===== src/rtl/arq_send_ctrl.sv =====
// arq_send_ctrl: stop-and-wait ARQ sender with sequence numbers, timeout retransmit
// and a sticky link error after the retry budget is exhausted.
module arq_send_ctrl #(
    parameter int SEQ_BITS = 1,
    parameter int TIMEOUT_CYCLES = 1000,
    parameter int MAX_RETRIES = 3,
    localparam int RW = (MAX_RETRIES > 0) ? $clog2(MAX_RETRIES + 1) : 1,
    localparam int TW = $clog2(TIMEOUT_CYCLES + 1)
) (
    input  logic                clk,
    input  logic                rst_l,
    input  logic                enable,
    input  logic                ctrl_req,
    input  logic                data_req,
    output logic                send_start,
    output logic                send_kind,
    output logic [SEQ_BITS-1:0] send_seq,
    input  logic                send_done,
    input  logic                ack_received,
    input  logic [SEQ_BITS-1:0] ack_seq,
    output logic                ctrl_taken,
    output logic                data_taken,
    output logic                busy,
    output logic                link_error,
    input  logic                err_clear,
    output logic [RW-1:0]       retry_cnt,
    output logic [3:0]          ack_cnt
);
    typedef enum logic [2:0] {IDLE, SEND, WAIT_DONE, WAIT_ACK, ERROR} state_t;

    state_t              state, state_d;
    logic [SEQ_BITS-1:0] cur_seq;
    logic [TW-1:0]       timer;
    logic                kind, accept, retry, abort, expired;

    assign expired = timer == TW'(TIMEOUT_CYCLES - 1);

    always_comb begin
        state_d = state;
        accept  = 1'b0;
        retry   = 1'b0;
        abort   = 1'b0;
        case (state)
            IDLE:      state_d = (enable && (ctrl_req || data_req)) ? SEND : IDLE;
            SEND: begin
                abort   = !enable;
                state_d = enable ? WAIT_DONE : IDLE;
            end
            WAIT_DONE: begin
                abort   = !enable;
                state_d = !enable ? IDLE : send_done ? WAIT_ACK : WAIT_DONE;
            end
            WAIT_ACK: begin
                // a matching ACK beats a timeout landing in the same cycle
                abort   = !enable;
                accept  = enable && ack_received && ack_seq == cur_seq;
                retry   = enable && !accept && expired && retry_cnt != RW'(MAX_RETRIES);
                state_d = (!enable || accept) ? IDLE : expired ? (retry ? SEND : ERROR) : WAIT_ACK;
            end
            ERROR:     state_d = err_clear ? IDLE : ERROR;
            default:   state_d = IDLE;
        endcase
    end

    always_ff @(posedge clk or negedge rst_l) begin
        if (!rst_l) begin
            state      <= IDLE;
            cur_seq    <= '0;
            retry_cnt  <= '0;
            ack_cnt    <= '0;
            timer      <= '0;
            kind       <= 1'b0;
            ctrl_taken <= 1'b0;
            data_taken <= 1'b0;
        end else begin
            state      <= state_d;
            kind       <= (state == IDLE && state_d == SEND) ? ctrl_req : kind;
            cur_seq    <= accept ? cur_seq + 1'b1 : cur_seq;
            ack_cnt    <= accept ? ack_cnt + 4'd1 : ack_cnt;
            retry_cnt  <= (accept || abort || (state == ERROR && err_clear)) ? '0 :
                          retry ? retry_cnt + 1'b1 : retry_cnt;
            timer      <= (state == WAIT_DONE) ? '0 :
                          (state == WAIT_ACK && timer != TW'(TIMEOUT_CYCLES)) ? timer + 1'b1 : timer;
            ctrl_taken <= accept && kind;
            data_taken <= accept && !kind;
        end
    end

    assign send_start = state == SEND;
    assign send_kind  = send_start && kind;
    assign send_seq   = send_start ? cur_seq : '0;
    assign busy       = state != IDLE;
    assign link_error = state == ERROR;
endmodule


===== config.mk =====
export PLATFORM = sky130hd
export DESIGN_NAME = arq_send_ctrl
export DESIGN_NICKNAME = d
export VERILOG_FILES = /design/src/rtl/arq_send_ctrl.sv
export SDC_FILE = /design/constraint.sdc
export NUM_CORES = 1
export LEC_CHECK = 0
export CORE_UTILIZATION = 56
export CTS_CLUSTER_SIZE = 12
export DETAILED_ROUTE_END_ITERATION = 6
export GPL_TIMING_DRIVEN = 0
export PLACE_DENSITY = 0.84
export SLEW_MARGIN = 20
export SYNTH_ARGS = -nofsm -noshare
export SYNTH_HDL_FRONTEND = slang
export SYNTH_SLANG_ARGS = --single-unit

===== constraint.sdc =====
create_clock -name clk -period 4.14 [get_ports clk]
set_clock_uncertainty 0.15 [all_clocks]
set_input_delay 0.828 -clock clk [delete_from_list [all_inputs] [get_ports clk]]
set_output_delay 0.828 -clock clk [all_outputs]
set_load 0.02 [all_outputs]

==> results.toml <==
[run_status]
status = "finished clean"

[die]
dieArea_um2 = 2518
rows = 17
die_y_um = 50.18
initial_core_util = 0.5934
die_x_um = 50.18
coreArea_um2 = 2191
ios = 22

[setup_path]
timing.rr.start = "cur_seq"
critical_path_class = "reg -> out"
end_kind = "output port"
crit_slowest_cell = "clkdlybuf4s50_1"
cp_max_fo = 8
cp_top_family = "buffers and inverters"
critPathLaunch = "state[2]"
cp_cell_sequence = "nand2b_1 > nor2_1 > and2_1 > clkdlybuf4s50_1"
slowest_delay_ps = 590
start_kind = "flop"
arrival_ps = 1840
path_buf_inv = 1
critPathRequiredTime_ps = 3160

[yosys]
synthArstFlopShare = 1.000
synthCells = 142
yosys_most_used_dff = "dfrtp_1"
yosysSeqAreaShare = 0.4427
synth_warnings = 0
yosysUniqueCellTypes = 32
synth_top_area_share = 0.4427
yosys.area.top_type = "dfrtp_1"
synth-seq-cells = 23
syn_area_per_cell_um2 = 9.155
synth_area_leaders = "dfrtp_1 44%, xnor2_1 5.4%, nand2_1 4.6%"
synth_fp_nets = 155
synth_edf_count = 0
syn_area_um2 = 1300

[timing]
max_clock_freq_mhz = 355.1
finalWorstSetupSlack_ps = 1324
period_needed_ps = 2816
finalMaxSlewViolations = 0
finalSetupViolCount = 0
hold_viol = 0
slew_headroom = 0.6682
rsz0062_at_grt = "false"
finalSetupTns_ps = 0
fin_crit_sh = 0.6803
tightest_slew_ps = 497.8

[clock_network]
cts_tree = "yes"
clockBufferDepth = 2
cts_resized = 0
cts.reportedPaths.clkPinSlew_ps = 130
postCtsHoldBufs = 0
cts_buffers = 3
cts-root-buf = "clkbuf_4"
cts_num_sinks = 23
cts-htree-levels = 1
clock_latency_ps = 320
postCtsSetupRepairBufs = 0

[route]
drt-wirelength-per-cell_um = 13.84
drc = 0
drt_iter0_drc = 30
detail-route-antenna-nets = 0
vias_per_cell = 5.846
vias = 1140
drt_wl_total_mm = 2.699
drt_first_pass_iters = 4

[placement]
hpwl_mm = 1.997
place_ws_ps = 1603
io_buffer_count = 21
finalWeightedCongestion = 0.9005

[pwr]
p_sw_uw = 285.0
p_leak_nw = 0.6740
power_frac_seq = 0.409
pwr-share-clk = 0.150
internal_power_uw = 433.6
vdd_drop_max_mv = 0.2497
swShare = 0.3966
p_per_area_nw_per_um2 = 458.7
share_comb_of_total_power = 0.441

[layout]
n_fill_cell = 160
syn2layout_area_growth_pct = 20.50
diodes = 0
multiInputGateArea_um2 = 665.6
regArea_um2 = 575.6
nets = 181
drive_gt1_frac = 0.06587

[global_routing]
grt_pass1_vias = 1082
grt_max_degree = 24
track_usage = 0.2511
antenna_found_initial = 0
overflow = 0
grt_pass1_wl_mm = 4.774

[worst_hold_path]
hold_path_class = "in -> async"

[job]
drv_cap = 0
metrics by stage:
| step | std cells | power, mW | cell area, µm² | utilization | hold WS, ps |
|---|---|---|---|---|---|
| after floorplan | 142 | 0.5063 | 1300 | - | 275.9 |
| after global placement | 191 | 0.5982 | 1545 | 0.7053 | 307.3 |
| after detailed placement | 191 | 0.6171 | 1545 | 0.7053 | 313.5 |
| after CTS | 195 | 0.7181 | 1572 | 0.7173 | 331.9 |
| after global routing | 195 | 0.7705 | 1567 | 0.7150 | 341.7 |
| final | 195 | 0.7186 | 1567 | 0.7150 | 302.8 |
final timing paths:
check	end	slack [ps]	depth (start not counted)
hold / removal	cur_seq	300	1
setup / recovery	send_seq	1320	4
max in group asynchronous	timer[9]	3200	1
min in group clk	ack_cnt[3]	330	1
setup reg to reg	ack_cnt[1]	2390	3
hold reg to reg	ack_cnt[3]	330	1
sequential cells by signal (all words and copies together), names as in the netlist:
register / cells
timer: 10
ack_cnt: 4
state: 3
retry_cnt: 2
ctrl_taken: 1
cur_seq: 1
data_taken: 1
kind: 1
cells in the mapped netlist, types with 2 or more instances:
library cell,n
nand3b_1,3
ha_1,4
buf_4,2
dfrtp_1,23
and2_1,3
nand4_1,6
o21ai_0,10
xnor2_1,8
and2b_1,2
nor4_1,4
mux2i_1,4
nor3_1,6
nand2b_1,5
nand2_1,16
nand3_1,6
nor2_1,16
a21oi_1,3
buf_2,2
inv_1,6
power by group through the flow:
stage / clock, mW / sequential, mW / combinational, mW
2_1_floorplan: 0 / 0.299 / 0.207
3_3_place_gp: 0 / 0.295 / 0.303
3_5_place_dp: 0 / 0.299 / 0.318
4_1_cts: 0.106 / 0.295 / 0.318
5_1_grt: 0.114 / 0.300 / 0.356
6_report: 0.108 / 0.294 / 0.317
worst register-to-register path, delay by kind of cell (launching register included):
kind | cells | cell delay (ps)
flip-flops | 1 | 440
XOR/XNOR | 1 | 440
multiplexers | 1 | 360
AND/OR/NAND/NOR | 1 | 260
layout by cell type (no fill, tap or decap), drive strengths merged, types with 7 or more instances in the layout:
cell | Yosys | routed
dfrtp | 23 | 23
clkdlybuf4s50 | 0 | 20
nor2 | 16 | 16
nand2 | 16 | 16
o21ai | 10 | 10
xnor2 | 8 | 8
nand3 | 7 | 7
kinds of logic (layout without fill, tap and decap cells):
logic type / count (synthesis) / after routing / synth area share
multiplexers: 5 / 5 / 0.03946
XOR/XNOR: 9 / 9 / 0.06064
AO/OA/AOI/OAI: 20 / 20 / 0.09818
adder cells (fa/ha/maj): 4 / 4 / 0.03850
AND/OR/NAND/NOR: 70 / 70 / 0.2753
flip-flops: 23 / 23 / 0.4427
buffers and inverters: 11 / 36 / 0.04523
per-layer routing:
metal  wire [µm]  vias to the layer above  global-route usage
li1            -                      547                   -
met1        1211                      548              0.3222
met2        1292                       37              0.4067
met3         152                        8             0.06061
met4          43                        0             0.09524
met5           0                        -                   0
layout make-up:
cell class / instances / area share
sequential: 23 / 0.3674
clock buffer: 4 / 0.01677
buffer: 5 / 0.02316
multi-input combinational: 108 / 0.4249
inverter: 6 / 0.01438
tap: 28 / 0.02236
timing repair buffer: 21 / 0.1310
(Power assumes the default switching activity.)
